$ cat config.mk
export PLATFORM = sky130hd
export DESIGN_NAME = wb_arbiter
export DESIGN_NICKNAME = d
export VERILOG_FILES = /design/src/rtl/rv_pkg.sv /design/src/rtl/rr_arb2.sv /design/src/rtl/wb_arbiter.sv
export SDC_FILE = /design/constraint.sdc
export NUM_CORES = 1
export LEC_CHECK = 0
export ABC_CLOCK_PERIOD_IN_PS = 1900
export BUFFER_PORTS_ARGS = -buffer_cell sky130_fd_sc_hd__buf_2
export CAP_MARGIN = 40
export CORE_ASPECT_RATIO = 1.5
export CORE_MARGIN = 3
export CORE_UTILIZATION = 51
export CTS_CLUSTER_SIZE = 24
export DETAILED_ROUTE_END_ITERATION = 8
export PLACE_DENSITY = 0.81
export SLEW_MARGIN = 10
export SYNTH_ARGS = -nofsm -noshare
export SYNTH_HDL_FRONTEND = slang
export SYNTH_SLANG_ARGS = --single-unit
$ cat constraint.sdc
create_clock -name clk -period 1.9 [get_ports clk]
set_input_delay 0.38 -clock clk [delete_from_list [all_inputs] [get_ports clk]]
set_output_delay 0.38 -clock clk [all_outputs]
set_load 0.05 [all_outputs]
$ cat src/rtl/rv_pkg.sv
// rv_pkg: shared widths and writeback request type for the register-file writeback path
package rv_pkg;
  localparam int XLEN = 32;
  localparam int REG_AW = 5;
  localparam int NREGS = 32;
  typedef logic [REG_AW-1:0] reg_idx_t;
  typedef struct packed {
    reg_idx_t rd;
    logic [XLEN-1:0] data;
  } wb_req_t;
endpackage

$ cat src/rtl/rr_arb2.sv
// rr_arb2: two-input round-robin arbiter whose readies never depend on the requester's own valid
module rr_arb2 (
  input  logic clk,
  input  logic rst,
  input  logic i_req_a,
  input  logic i_req_b,
  output logic o_rdy_a,
  output logic o_rdy_b,
  output logic o_gnt_a,
  output logic o_gnt_b
);
  logic r_ptr_a;
  // each ready looks only at the other side's valid and the pointer
  always_comb begin
    o_rdy_a = !i_req_b || r_ptr_a;
    o_rdy_b = !i_req_a || !r_ptr_a;
    o_gnt_a = i_req_a && o_rdy_a;
    o_gnt_b = i_req_b && o_rdy_b;
  end
  // pointer flips only on contention, handing priority to that cycle's loser
  always_ff @(posedge clk or negedge rst)
    if (!rst) r_ptr_a <= 1'b1;
    else if (i_req_a && i_req_b) r_ptr_a <= !r_ptr_a;
endmodule

$ cat src/rtl/wb_arbiter.sv
// wb_arbiter: arbitrates ALU/LSU writebacks onto one registered RF write port and tracks pending registers
module wb_arbiter #(
  parameter int XLEN = 32,
  parameter int REG_AW = 5
) (
  input  logic              clk,
  input  logic              rst,
  input  logic              alu_valid,
  output logic              alu_ready,
  input  logic [REG_AW-1:0] alu_rd,
  input  logic [XLEN-1:0]   alu_data,
  input  logic              lsu_valid,
  output logic              lsu_ready,
  input  logic [REG_AW-1:0] lsu_rd,
  input  logic [XLEN-1:0]   lsu_data,
  input  logic              iss_valid,
  input  logic [REG_AW-1:0] iss_rd,
  input  logic [REG_AW-1:0] sb_rs1,
  input  logic [REG_AW-1:0] sb_rs2,
  output logic              sb_rs1_busy,
  output logic              sb_rs2_busy,
  output logic              rf_we,
  output logic [REG_AW-1:0] rf_addD,
  output logic [XLEN-1:0]   rf_wdata
);
  import rv_pkg::*;
  localparam int NR = 1 << REG_AW;
  logic            w_alu_gnt;
  logic            w_lsu_gnt;
  logic            w_acc;
  wb_req_t         w_req;
  logic [NR-1:0]   w_set;
  logic [NR-1:0]   w_clr;
  logic            r_we;
  logic [REG_AW-1:0] r_addd;
  logic [XLEN-1:0] r_wdata;
  logic [NR-1:0]   r_busy;
  rr_arb2 u_arb (
    .clk     (clk),
    .rst     (rst),
    .i_req_a (alu_valid),
    .i_req_b (lsu_valid),
    .o_rdy_a (alu_ready),
    .o_rdy_b (lsu_ready),
    .o_gnt_a (w_alu_gnt),
    .o_gnt_b (w_lsu_gnt)
  );
  // select the winner and form scoreboard set/clear masks; x0 is never marked pending
  always_comb begin
    w_acc = w_alu_gnt || w_lsu_gnt;
    w_req.rd = w_alu_gnt ? alu_rd : lsu_rd;
    w_req.data = w_alu_gnt ? alu_data : lsu_data;
    w_set = (iss_valid && iss_rd != '0) ? NR'(1) << iss_rd : '0;
    w_clr = r_we ? NR'(1) << r_addd : '0;
  end
  // one-cycle writeback register; rd = 0 is acknowledged but never writes
  always_ff @(posedge clk or negedge rst)
    if (!rst) begin
      r_we <= 1'b0;
      r_addd <= '0;
      r_wdata <= '0;
    end else begin
      r_we <= w_acc && w_req.rd != '0;
      if (w_acc) begin
        r_addd <= w_req.rd;
        r_wdata <= w_req.data;
      end
    end
  // pending bits clear on the commit edge; a same-edge issue to that register wins
  always_ff @(posedge clk or negedge rst)
    if (!rst) r_busy <= '0;
    else r_busy <= w_set | (r_busy & ~w_clr);
  assign sb_rs1_busy = r_busy[sb_rs1];
  assign sb_rs2_busy = r_busy[sb_rs2];
  assign rf_we = r_we;
  assign rf_addD = r_addd;
  assign rf_wdata = r_wdata;
endmodule
==> summary.md <==
| Metric | Value |
|---|---|
| Initial antenna violation count | 0 |
| Layout area overhead | 25.8% |
| Worst-skew pair later-pin latency | 330 ps |
| Layout cells sized above 1 | about 29% |
| Gpl congestion | 0.926 |
| Total gr overflow | 0 |
| Placed Cells | 690 |
| Number of remaining DRC errors | 0 |
| Final Instance Area | about 5000 sq um |
| DIE WIDTH | 79.2 um |
| Vias in the first global route | about 4,000 |
| Critical Path Sink Type | output port |
| Area contributors post-synth | dfrtp_1, mux2i_1, o21ai_0 |
| Final worst path period need | 2030 ps |
| Power Total | just under 7 mW |
| Yosys top cell area share | 42.8% |
| Dpl hpwl | ~9 mm |
| CTS tree | built |
| Top cell type by total area after synthesis | dfrtp_1 |
| Grt met2 use | 47.8% |
| CTS Buf Count | 9 |
| Synthesized area per cell | 8.75 sq um |
| Post-Route Setup TNS | -237 ps |
| Final setup viols | 2 |
| Drt wl/cell | 17.0 um |
| Post-DP Area | between 4000 and 5000 sq um |
| Power density over cell area | 1310 nW/um^2 |
| Nets@finish | 694 |
| CORE AREA | 7710 sq um |
| Crit path max fanout | 3 |
| Root Driver | clkbuf_16 |
| RSZ-0062 raised after global routing | true |
| Skew final | about 4.5 ps |
| Met3 usage | approximately 6% |
| Iter 0 DRT Violations | 360 |
| Antenna cells | 0 |
| Clk sink count | 71 |
| Maximum clock rate | 0.492 GHz |
| Max cap viols | 0 |
| Synthesized flop and latch total | 71 |
| Critical path arrival | ~1700 ps |
| Yosys cell types | 41 |
| GRT Util Overall | 27.1% |
| Finished Layout Cells | 705 |
| Clock slew at reported path FFs | ~50 ps |
| Cells after synthesis | approximately 470 |
| Row cnt | 39 |
| VDD IR-drop max | 836 uV |
| Final ANT Viol Nets | 0 |
| Final worst path period share | 107% |
| Static Leak | 2.39 nW |
| Slew Viols, Final | 0 |
| Worst Hold Class | input pin to flop |
| Slew at the pin closest to its max-slew limit | 555 ps |
| Largest net degree at the start of global routing | 60 |
| Hold depth | 3 |
| Post-synthesis sequential area ratio | 43.4% |
| CTS Buffer Depth | 2 |
| Post-Route WL | 12.0 mm |
| Failing checks | negative setup slack |
| Initial Utilization | 53.1% |
| Vias | 4,159 |
| Drt via density | 5.90 |
| Pre-antenna DRT Iters | 5 |
| Most Used Layer, Global Route | met2 |
| Die Y | 116 um |
| Final hold viol count | 0 |
| Met1 Use GR | 31.2% |
| Startpoint types | flop |
| R2R cell count | 4 |
| PortBufs | 135 |
| Syn nets | approximately 560 |
| IO Pins | ~140 |
| Filler Cell Count | 690 |
| Status | finished with violations |
| WP data required | 1520 ps |
| Rel. slew slack | 63.0% |
| Most common cell after layout, fill and taps aside | buf_2 |
| Post-CTS setup buffer count | 0 |
| H-Tree Depth | 3 |
| Die area | 9160 sq um |
| Most frequent cells in the layout | buf_2, dfrtp_1, o21ai_0 |
| Mapped cell area | 4100 sq um |
| Critical path type | flop to output port |
| Yosys warns | 0 |
| First-pass GRT wire length | 19.2 mm |
| Setup ws final | -132 ps |
power by group:
| group | internal, mW | switching (mW) |
|---|---|---|
| Clock | 0.937 | 0.569 |
| Combinational | 0.876 | 1.79 |
| Sequential | 2.06 | 0.524 |
logic make-up (layout without fill, tap and decap cells):
group	Yosys count	after routing	synth area share (%)
compound gates	184	184	26.1
simple gates	113	113	13.4
flops	71	71	43.4
buf+inv	62	197	7.67
mux	37	37	9.20
xor+xnor	1	1	0.214
critical path: stages, from the launching register on:
cell	delay [ps]
dfrtp_1	410
mux2i_2	180
a22oi_2	120
nand3_1	80
nand2_1	50
a311o_1	320
buf_6	160
sequential cells by signal (all words and copies together) (netlist names):
signal	count
rf_we	1
rf_wdata	32
r_busy	32
u_arb.r_ptr_a	1
rf_addD	5
through the flow:
stage / worst slack [ps] / util, % / hold WS, ps
finish: -132 / 66.8 / 298
global route: -215 / 66.8 / 323
CTS: -123 / 66.8 / 291
detailed placement: -103 / 63.0 / 296
global placement: -95.6 / 63.0 / 292
floorplan: 20.2 / - / 84.4
layer usage:
metal,up-vias,wire length (um)
li1,1970,-
met3,30,868
met5,-,0
met4,0,365
met1,1961,4620
met2,198,6150
area by class of cell:
type | instances | area, sq um | area share, %
sequential | 71 | 1780 | 34.5
tap | 102 | 128 | 2.48
multi-input combinational | 335 | 2010 | 39.1
clock buffer | 13 | 260 | 5.05
inverter | 32 | 120 | 2.33
timing repair buffer | 151 | 848 | 16.5
clock inverter | 1 | 5.00 | 0.0972
cells in the mapped netlist:
cell type	instances
o21ai_1	3
xnor2_1	1
nand2_2	1
dfstp_2	1
o22ai_1	37
mux2i_1	32
buf_2	9
nand2_1	21
and2_1	2
a31oi_1	32
o31ai_1	6
or4_1	2
o211ai_1	1
buf_1	4
nand2b_1	9
mux2_2	5
or2_2	2
a211oi_1	2
a311o_1	2
o31a_1	1
or2_1	1
buf_12	2
or3_1	3
nor2b_1	4
o41ai_1	1
inv_1	32
nand3b_1	5
nand4_1	1
o21ai_0	53
nor2_1	46
or3b_2	2
dfrtp_1	70
buf_6	2
nand4b_1	2
a22oi_1	8
nand3_1	9
nor3b_1	1
clkbuf_1	7
buf_4	6
a21oi_1	38
and2b_1	2
path summary, 6_finish.rpt:
kind                       slack, ps  startpoint       endpoint
max                             -130  r_busy[11]    sb_rs2_busy
min                              300   lsu_rd[1]     rf_addD[1]
max reg2reg                      280  rf_addD[3]      r_busy[1]
min reg2reg                      540  r_busy[25]     r_busy[25]
max in group asynchronous        750         rst  u_arb.r_ptr_a
min in group asynchronous        490         rst   rf_wdata[10]
repair_timing:
action                                  in CTS  in global routing
resized for setup                            5                  1
cloned                                       0                  0
hold endpoints to repair                    12                  0
hold buffers                                 1                  0
pin swaps                                    4                  5
endpoints found under the setup margin       2                  2
Power figures use the tool's default switching activity.
